## config.mk

```make
export PLATFORM = sky130hd
export DESIGN_NAME = control_sequencer
export DESIGN_NICKNAME = d
export VERILOG_FILES = /design/src/rtl/cpu_ctrl_pkg.sv /design/src/rtl/reg_sel_decode.sv /design/src/rtl/control_sequencer.sv
export SDC_FILE = /design/constraint.sdc
export NUM_CORES = 1
export LEC_CHECK = 0
export ABC_AREA = 0
export ABC_CLOCK_PERIOD_IN_PS = 3200
export BUFFER_PORTS_ARGS = -buffer_cell sky130_fd_sc_hd__buf_2
export CAP_MARGIN = 15
export CORE_UTILIZATION = 44
export DETAILED_ROUTE_END_ITERATION = 10
export PLACE_DENSITY_LB_ADDON = 0.12
export SLEW_MARGIN = 20
export SYNTH_ARGS = -nofsm -noshare
export SYNTH_HDL_FRONTEND = slang
export SYNTH_SLANG_ARGS = --single-unit
```

## constraint.sdc

```tcl
create_clock -name clock -period 3.2 [get_ports clock]
set_input_delay 0.32 -clock clock [delete_from_list [all_inputs] [get_ports clock]]
set_output_delay 0.32 -clock clock [all_outputs]
set_load 0.05 [all_outputs]
```

## src/rtl/cpu_ctrl_pkg.sv

```systemverilog
// Shared constants for the hardwired control sequencer: state codes,
// opcodes, IR field positions and the registered strobe bundle.
package cpu_ctrl_pkg;

    localparam logic [3:0] S_IDLE  = 4'd0;
    localparam logic [3:0] S_T0    = 4'd1;
    localparam logic [3:0] S_T1    = 4'd2;
    localparam logic [3:0] S_T1W   = 4'd3;
    localparam logic [3:0] S_T2    = 4'd4;
    localparam logic [3:0] S_T3    = 4'd5;
    localparam logic [3:0] S_T4    = 4'd6;
    localparam logic [3:0] S_T5    = 4'd7;
    localparam logic [3:0] S_HALT  = 4'd8;
    localparam logic [3:0] S_FAULT = 4'd9;
    localparam logic [3:0] S_PAUSE = 4'd10;

    localparam logic [4:0] OP_ADD  = 5'b00011;
    localparam logic [4:0] OP_SUB  = 5'b00100;
    localparam logic [4:0] OP_AND  = 5'b00101;
    localparam logic [4:0] OP_OR   = 5'b00110;
    localparam logic [4:0] OP_SHR  = 5'b00111;
    localparam logic [4:0] OP_SHRA = 5'b01000;
    localparam logic [4:0] OP_SHL  = 5'b01001;
    localparam logic [4:0] OP_ROR  = 5'b01010;
    localparam logic [4:0] OP_ROL  = 5'b01011;
    localparam logic [4:0] OP_NOP  = 5'b11010;
    localparam logic [4:0] OP_HALT = 5'b11011;

    localparam int OPC_MSB = 31;
    localparam int OPC_LSB = 27;
    localparam int RA_MSB  = 26;
    localparam int RA_LSB  = 23;
    localparam int RB_MSB  = 22;
    localparam int RB_LSB  = 19;
    localparam int RC_MSB  = 18;
    localparam int RC_LSB  = 15;

    typedef struct packed {
        logic pc_out;
        logic mar_in;
        logic inc_pc;
        logic z_in;
        logic zlow_out;
        logic read;
        logic mdr_in;
        logic mdr_out;
        logic ir_in;
        logic y_in;
        logic sel_a;
        logic sel_b;
        logic sel_c;
        logic alu;
        logic busy;
        logic halted;
        logic fault;
    } ctrl_t;

    function automatic logic is_rtype(input logic [4:0] op);
        return op inside {OP_ADD, OP_SUB, OP_AND, OP_OR, OP_SHR,
                          OP_SHRA, OP_SHL, OP_ROR, OP_ROL};
    endfunction

endpackage

```

## src/rtl/reg_sel_decode.sv

```systemverilog
// 4-to-N one-hot register select decoder with enable.
module reg_sel_decode #(
    parameter int NUM_REGS = 16
) (
    input  logic                en,
    input  logic [3:0]          sel,
    output logic [NUM_REGS-1:0] onehot
);

    assign onehot = en ? (NUM_REGS'(1) << sel) : '0;

endmodule

```

## src/rtl/control_sequencer.sv

```systemverilog
// Hardwired fetch / R-type execute sequencer for the Phase-1 datapath.
// Optional SINGLE_STEP_EN adds a step input and a PAUSE state.
module control_sequencer
    import cpu_ctrl_pkg::*;
#(
    parameter int NUM_REGS = 16,
    parameter int OPC_W    = 5,
    parameter int WAIT_MAX = 15
) (
    input  logic                clock,
    input  logic                clear,
    input  logic                run,
    input  logic                mem_ready,
`ifdef SINGLE_STEP_EN
    input  logic                step,
`endif
    input  logic [31:0]         ir,
    output logic                PCout,
    output logic                MARin,
    output logic                incPC,
    output logic                Zin,
    output logic                ZLowOut,
    output logic                PCin,
    output logic                read,
    output logic                MDRin,
    output logic                MDRout,
    output logic                IRin,
    output logic                Yin,
    output logic [NUM_REGS-1:0] reg_in,
    output logic [NUM_REGS-1:0] reg_out,
    output logic [OPC_W-1:0]    opcode,
    output logic                busy,
    output logic                halted,
    output logic                fault
);

    logic [3:0] state_q;
    logic [3:0] nxt;
    logic [3:0] done_st;
    logic [3:0] cnt_q;
    logic [3:0] cnt_d;
    ctrl_t      ctrl_q;
    ctrl_t      ctrl_d;
    logic [4:0] op;
    logic       unused_ir;

    assign op        = ir[OPC_MSB:OPC_LSB];
    assign unused_ir = ^ir[RC_LSB-1:0];

`ifdef SINGLE_STEP_EN
    logic step_q;
    logic step_rise;

    assign step_rise = step & ~step_q;
    assign done_st   = S_PAUSE;

    always_ff @(posedge clock or negedge clear) begin
        if (!clear) step_q <= 1'b0;
        else        step_q <= step;
    end
`else
    assign done_st = run ? S_T0 : S_IDLE;
`endif

    always_comb begin
        nxt = state_q;
        unique case (state_q)
            S_IDLE:  if (run) nxt = S_T0;
            S_T0:    nxt = S_T1;
            S_T1:    nxt = mem_ready ? S_T2 : S_T1W;
            S_T1W: begin
                if (mem_ready)
                    nxt = S_T2;
                else if (cnt_q == 4'(WAIT_MAX - 1))
                    nxt = S_FAULT;
            end
            S_T2: begin
                if (is_rtype(op))       nxt = S_T3;
                else if (op == OP_NOP)  nxt = done_st;
                else if (op == OP_HALT) nxt = S_HALT;
                else                    nxt = S_FAULT;
            end
            S_T3:    nxt = S_T4;
            S_T4:    nxt = S_T5;
            S_T5:    nxt = done_st;
            S_HALT:  nxt = S_HALT;
            S_FAULT: nxt = S_FAULT;
`ifdef SINGLE_STEP_EN
            S_PAUSE: if (step_rise) nxt = S_T0;
`endif
            default: nxt = S_IDLE;
        endcase
    end

    always_comb begin
        ctrl_d = '0;
        unique case (nxt)
            S_T0: begin
                ctrl_d.pc_out = 1'b1;
                ctrl_d.mar_in = 1'b1;
                ctrl_d.inc_pc = 1'b1;
                ctrl_d.z_in   = 1'b1;
                ctrl_d.busy   = 1'b1;
            end
            S_T1, S_T1W: begin
                ctrl_d.read   = 1'b1;
                ctrl_d.mdr_in = 1'b1;
                ctrl_d.busy   = 1'b1;
            end
            S_T2: begin
                ctrl_d.mdr_out = 1'b1;
                ctrl_d.ir_in   = 1'b1;
                ctrl_d.busy    = 1'b1;
            end
            S_T3: begin
                ctrl_d.sel_b = 1'b1;
                ctrl_d.y_in  = 1'b1;
                ctrl_d.busy  = 1'b1;
            end
            S_T4: begin
                ctrl_d.sel_c = 1'b1;
                ctrl_d.z_in  = 1'b1;
                ctrl_d.alu   = 1'b1;
                ctrl_d.busy  = 1'b1;
            end
            S_T5: begin
                ctrl_d.zlow_out = 1'b1;
                ctrl_d.sel_a    = 1'b1;
                ctrl_d.alu      = 1'b1;
                ctrl_d.busy     = 1'b1;
            end
            S_HALT:  ctrl_d.halted = 1'b1;
            S_FAULT: ctrl_d.fault  = 1'b1;
            default: ctrl_d = '0;
        endcase
    end

    // the wait counter only runs while a fetch is stalled
    assign cnt_d = (state_q == S_T1W && !mem_ready) ? cnt_q + 4'd1 : 4'd0;

    always_ff @(posedge clock or negedge clear) begin
        if (!clear) begin
            state_q <= S_IDLE;
            ctrl_q  <= '0;
            cnt_q   <= 4'd0;
        end else begin
            state_q <= nxt;
            ctrl_q  <= ctrl_d;
            cnt_q   <= cnt_d;
        end
    end

    // memory-ready completion strobes cannot be known a cycle early
    assign PCin    = ctrl_q.read & mem_ready;
    assign ZLowOut = ctrl_q.zlow_out | PCin;

    assign PCout  = ctrl_q.pc_out;
    assign MARin  = ctrl_q.mar_in;
    assign incPC  = ctrl_q.inc_pc;
    assign Zin    = ctrl_q.z_in;
    assign read   = ctrl_q.read;
    assign MDRin  = ctrl_q.mdr_in;
    assign MDRout = ctrl_q.mdr_out;
    assign IRin   = ctrl_q.ir_in;
    assign Yin    = ctrl_q.y_in;
    assign busy   = ctrl_q.busy;
    assign halted = ctrl_q.halted;
    assign fault  = ctrl_q.fault;
    assign opcode = ctrl_q.alu ? OPC_W'(op) : '0;

    logic [3:0] out_sel;
    assign out_sel = ctrl_q.sel_b ? ir[RB_MSB:RB_LSB] : ir[RC_MSB:RC_LSB];

    reg_sel_decode #(.NUM_REGS(NUM_REGS)) u_dec_in (
        .en     (ctrl_q.sel_a),
        .sel    (ir[RA_MSB:RA_LSB]),
        .onehot (reg_in)
    );

    reg_sel_decode #(.NUM_REGS(NUM_REGS)) u_dec_out (
        .en     (ctrl_q.sel_b | ctrl_q.sel_c),
        .sel    (out_sel),
        .onehot (reg_out)
    );

endmodule

```

== After elaboration in Yosys (flattened, before gate mapping) ==
Index checks and enable logic that the tools add are counted.

* Word-level logic and storage cells: 86
* Input port bits: 36
* Output and inout port bits: 51
* Flip-flop bits (word level): 23

* Shifts and indexed selects: 2
* Eq/ne operators: 30
* Reductions and logical operators: 8
* $add $sub $neg: 1
* Muxes and demuxes: 25
* Bitwise gates (word level): 3

{| class="wikitable"
|+ Operators by type and width
! cell !! number
|-
| 4-bit case mux with 10 select lines || 1
|-
| 4-bit by 3-bit == test with 1-bit output, second input constant || 8
|-
| 16-bit 2-to-1 mux || 2
|-
| 1-bit by 4-bit left shift with 16-bit output, first input constant || 2
|-
| 4-bit 2-to-1 mux || 7
|-
| 4-bit == test, second input constant || 5
|-
| 5-bit by 3-bit == test with 1-bit output, second input constant || 4
|-
| 5-bit by 4-bit == test with 1-bit output, second input constant || 4
|-
| 4-bit by 2-bit == test with 1-bit output, second input constant || 4
|-
| 5-bit == test, second input constant || 2
|-
| 1-bit 2-to-1 mux || 10
|-
| 9-bit nonzero test || 1
|-
| 4-bit by 1-bit == test with 1-bit output, second input constant || 2
|-
| 7-bit OR reduction || 1
|-
| 3-bit 2-to-1 mux || 2
|-
| 2-bit OR reduction || 3
|-
| 5-bit by 2-bit == test with 1-bit output, second input constant || 1
|-
| 5-bit 2-to-1 mux || 1
|-
| 4-bit by 1-bit adder with 4-bit output, second input constant || 1
|-
| 4-bit logical NOT || 1
|-
| 2-bit 2-to-1 mux || 2
|-
| 1-bit bitwise OR || 2
|-
| 1-bit AND || 1
|-
| 1-bit logical AND || 1
|-
| 1-bit logical NOT || 1
|}

== Depth between registers and ports, before layout ==
* Depth after elaboration: 8
* Gate-level depth with buffers: 7
* Depth with buffers taken out: 7

== Hierarchy ==
From an unflattened synthesis, not the netlist that was laid out.

* Cells, all modules: 139
* Area, all modules: 1247.4 µm²

{| class="wikitable"
|+ By module, submodules not included
! module !! seq. area each (µm²) !! area an instance (µm²) !! cells each !! times used
|-
| control_sequencer || 475.5 || 1007.2 || 93 || 1
|-
| reg_sel_decode || 0.0 || 120.1 || 23 || 2
|}

== Worst setup path before layout ==
No wires, ideal clock.

* Path type: reg2out
* Start: reg ctrl_q[5] (netlist bit)
* End: out reg_out[11]
* Data required time: 2880 ps
* Cell stages (with the launch flop): 5
* Buffers on the path: 1
* Arrival: 1966 ps
* Setup slack: 914 ps
* Path through: dfrtp_1 -> clkbuf_1 -> nand2_1 -> o32a_1 -> nor2_1

* Cells in the longest elaborated chain, start to end: 3
* Elaborated cells on any way between the ends: 4
* Those cells by class: 1 x shift; 2 x mux; 1 x bitwise

{| class="wikitable"
|+ Ends and longest elaborated chain
! what !! RTL line !! RTL
|-
| from (decl) || control_sequencer.sv:42 || <nowiki>ctrl_t ctrl_q;</nowiki>
|-
| from (signal assigned) || control_sequencer.sv:148 || <nowiki>ctrl_q <= ctrl_d;</nowiki>
|-
| 4-bit 2-to-1 mux || control_sequencer.sv:172 || <nowiki>assign out_sel = ctrl_q.sel_b ? ir[RB_MSB:RB_LSB] : ir[RC_MSB:RC_LSB];</nowiki>
|-
| 1-bit by 4-bit left shift with 16-bit output || reg_sel_decode.sv:10 || <nowiki>assign onehot = en ? (NUM_REGS'(1) << sel) : '0;</nowiki>
|-
| 16-bit 2-to-1 mux * || reg_sel_decode.sv:10 ||
|-
| to (decl) || control_sequencer.sv:30 || <nowiki>output logic [NUM_REGS-1:0] reg_out,</nowiki>
|}

Every way passes the cells marked *; elsewhere a longest branch is shown, timed or not.

== Worst setup path after layout ==
* Start: reg ctrl_q[5] (netlist bit)
* End: out reg_out[4]

Same word-level chain as after synthesis.

==> impl_metrics.py <==
metrics = {
    "sta": {
        "drv_slew": 0,
        "slew_headroom_pct": 69.6,
        "setup_slack_ns": 1.07,
        "report.final.hold_viol_count": 0,
        "setup_viol": 0,
        "whs_ns": 0.324,
        "clock_skew_ns": 0.00349,
        "fin_crit_sh_pct": 66.6,
        "rsz0062_at_grt": "false",
        "fmax_mhz": 469,
        "tns_ns": 0,
        "tightest_slew_ns": 0.456,
        "fin_crit_ns": 2.13,
    },
    "hold_path": {
        "hold_path.class": "primary input to flop",
        "worstHoldStart": "mem_ready",
    },
    "finish": {
        "area_growth_syn_to_layout_pct": 30.2,
        "layout-drive-gt1-share_pct": 39.6,
        "antenna_cells": 0,
        "nets": 261,
        "layoutNonFillerInstCount": 253,
        "final_util_pct": 60.1,
        "nFillCells": 258,
        "design_area_sq_mm": 0.00164,
        "reg_top3": "cnt_q: 4 flops, ctrl_q: 4 flops, state_q: 4 flops",
    },
    "floorplanning": {
        "coreArea_sq_mm": 0.00273,
        "fp.dieH_um": 55.6,
        "rows": 19,
        "start_util_pct": 46.2,
        "die_w_um": 55.6,
        "io_pins": 87,
        "die_area_sq_mm": 0.00309,
    },
    "placement": {
        "io_buffers": 71,
        "placedCellCount": 248,
        "pre_cts_slack_ns": 1.43,
        "place.gp.congestion": 0.881,
        "dp_hpwl_um": 2390,
        "dpl-instance-area_sq_mm": 0.00161,
    },
    "clock_tree": {
        "numCtsBuffers": 3,
        "clkSlewWorstSetupHoldPaths_ns": 0.10,
        "cts_tree": "built",
        "clock-root-buffer": "clkbuf_4",
        "clock_sinks": 19,
        "htree_levels": 1,
        "clkLatencyLatePin_ns": 0.31,
        "cts_buffer_depth": 2,
        "cts_setup_buffers": 0,
    },
    "global_routing": {
        "grt_max_degree": 20,
        "antenna_found_initial": 0,
        "grt_pass1_vias": 1262,
        "track_usage_pct": 21.1,
        "grt_overflow": 0,
        "grt_pass1_wl_um": 5290,
    },
    "route": {
        "via_per_inst": 5.26,
        "dr.pass1.iters": 4,
        "dr.first_iter.drc_count": 72,
        "ant_nets": 0,
        "routedWlPerCell_um": 12.0,
        "drc": 0,
        "wirelength_um": 3030,
        "dr_total_vias": 1332,
    },
    "synth": {
        "synth.avg_cell_area_sq_um": 8.25,
        "synth_top_area_cell": "dfrtp_1",
        "yosysMostFrequentCell": "nor2_1",
        "synth_cell_type_count": 45,
        "synth_area_leaders": "dfrtp_1 38%, nor2_1 12%, nand2_1 3.9%, and2_1 3.0%, nor3_1 2.4%",
        "synth_area_sq_mm": 0.00126,
        "yosys_warnings": 0,
        "syn_nets": 191,
        "ys_seq_elements": 19,
        "synth_ff_type": "dfrtp_1",
        "synth_edf_count": 0,
        "synth_seq_area_share_pct": 37.7,
        "synthArstFlopShare_pct": 100,
        "synth_top_area_share_pct": 37.7,
        "ys_top_cells_by_count": "41 x nor2_1, 19 x dfrtp_1, 13 x nand2_1",
        "netlist_instances": 153,
    },
    "critical_path": {
        "critPathCaptureType": "primary output",
        "crit_fanout": 17,
        "crit_type": "flop to primary output",
        "cp.required_ns": 2.88,
        "crit_path_start": "ctrl_q[5]",
        "r2r_start": "cnt_q[0]",
        "worstSetupStartpointType": "flop",
        "arrival_ns": 1.81,
    },
    "pwr": {
        "fin_total_pwr_mw": 1.29,
        "power.density_mw_per_mm2": 782,
        "p_leak_nw": 0.887,
        "ir_drop_mv": 0.600,
    },
    "run_status": {
        "status": "finished, final reports clean",
    },
    "run": {
        "drv_cap": 0,
    },
}
[path summary, 6_finish.rpt]
kind	end	slack, ns	depth (start not counted)
min reg2reg	cnt_q[0]	0.50	1
min in group asynchronous	cnt_q[3]	0.46	2
max	reg_out[4]	1.07	4
max in group asynchronous	ctrl_q[4]	2.46	2
min	IRin	0.32	3
max reg2reg	Zin	1.53	7
[critical path, cell delays in order (launching register included)]
cell and delay, ns:
dfrtp_1 0.56, nor4b_1 0.39, a21oi_1 0.14, nor2_1 0.14
buf_2 0.27
[power breakdown]
part	internal, mW	total (mW)	leakage [nW]	switching (mW)
clock network	0.0468	0.122	0.0177	0.0749
registers	0.313	0.407	0.250	0.0941
logic	0.224	0.756	0.619	0.533
total	0.584	1.29	0.887	0.702
[repair_timing]
item,4_1_cts,5_1_grt
endpoints found under the hold margin,19,0
hold buffers,1,0
resized for setup,0,0
[metal layers]
metal / track usage, % / part of all wire [%]
met1: 26.0 / 42
met2: 36.3 / 50
met3: 2.58 / 5.4
met4: 10.7 / 2.4
met5: 0 / 0
[cell families after synthesis]
group,count (synthesis),share of synthesized area (%)
AOI/OAI and AO/OA,24,16.1
xor gates and xnor gates,2,1.39
adders and majority gates,2,1.98
DFF,19,37.7
and+or+nand+nor,92,36.9
buffers and inverters,14,6.05
[cells in the final DEF (no fill, tap or decap), drive strengths merged, types with 2 or more instances in the layout]
cell type	instances
nor2	43
nor3b	2
or2	2
dfrtp	19
ha	2
a31oi	4
inv	7
nor4bb	2
a21oi	5
a211oi	2
o32a	2
clkbuf	3
nand3b	2
a41oi	2
nand3	3
nand2	13
nor4b	2
o21ai	2
nor3	6
and3	3
buf	71
nand2b	3
and2	7
[cell type report]
class                      count  area [sq um]  area share, %
clock buffer                   3          22.5           1.37
clock inverter                 1          5.00          0.304
inverter                       7          26.3           1.60
multi-input combinational    120           711           43.2
sequential                    19           475           28.9
tap                           31          38.8           2.36
timing repair buffer          72           365           22.2
(Power assumes the default switching activity.)
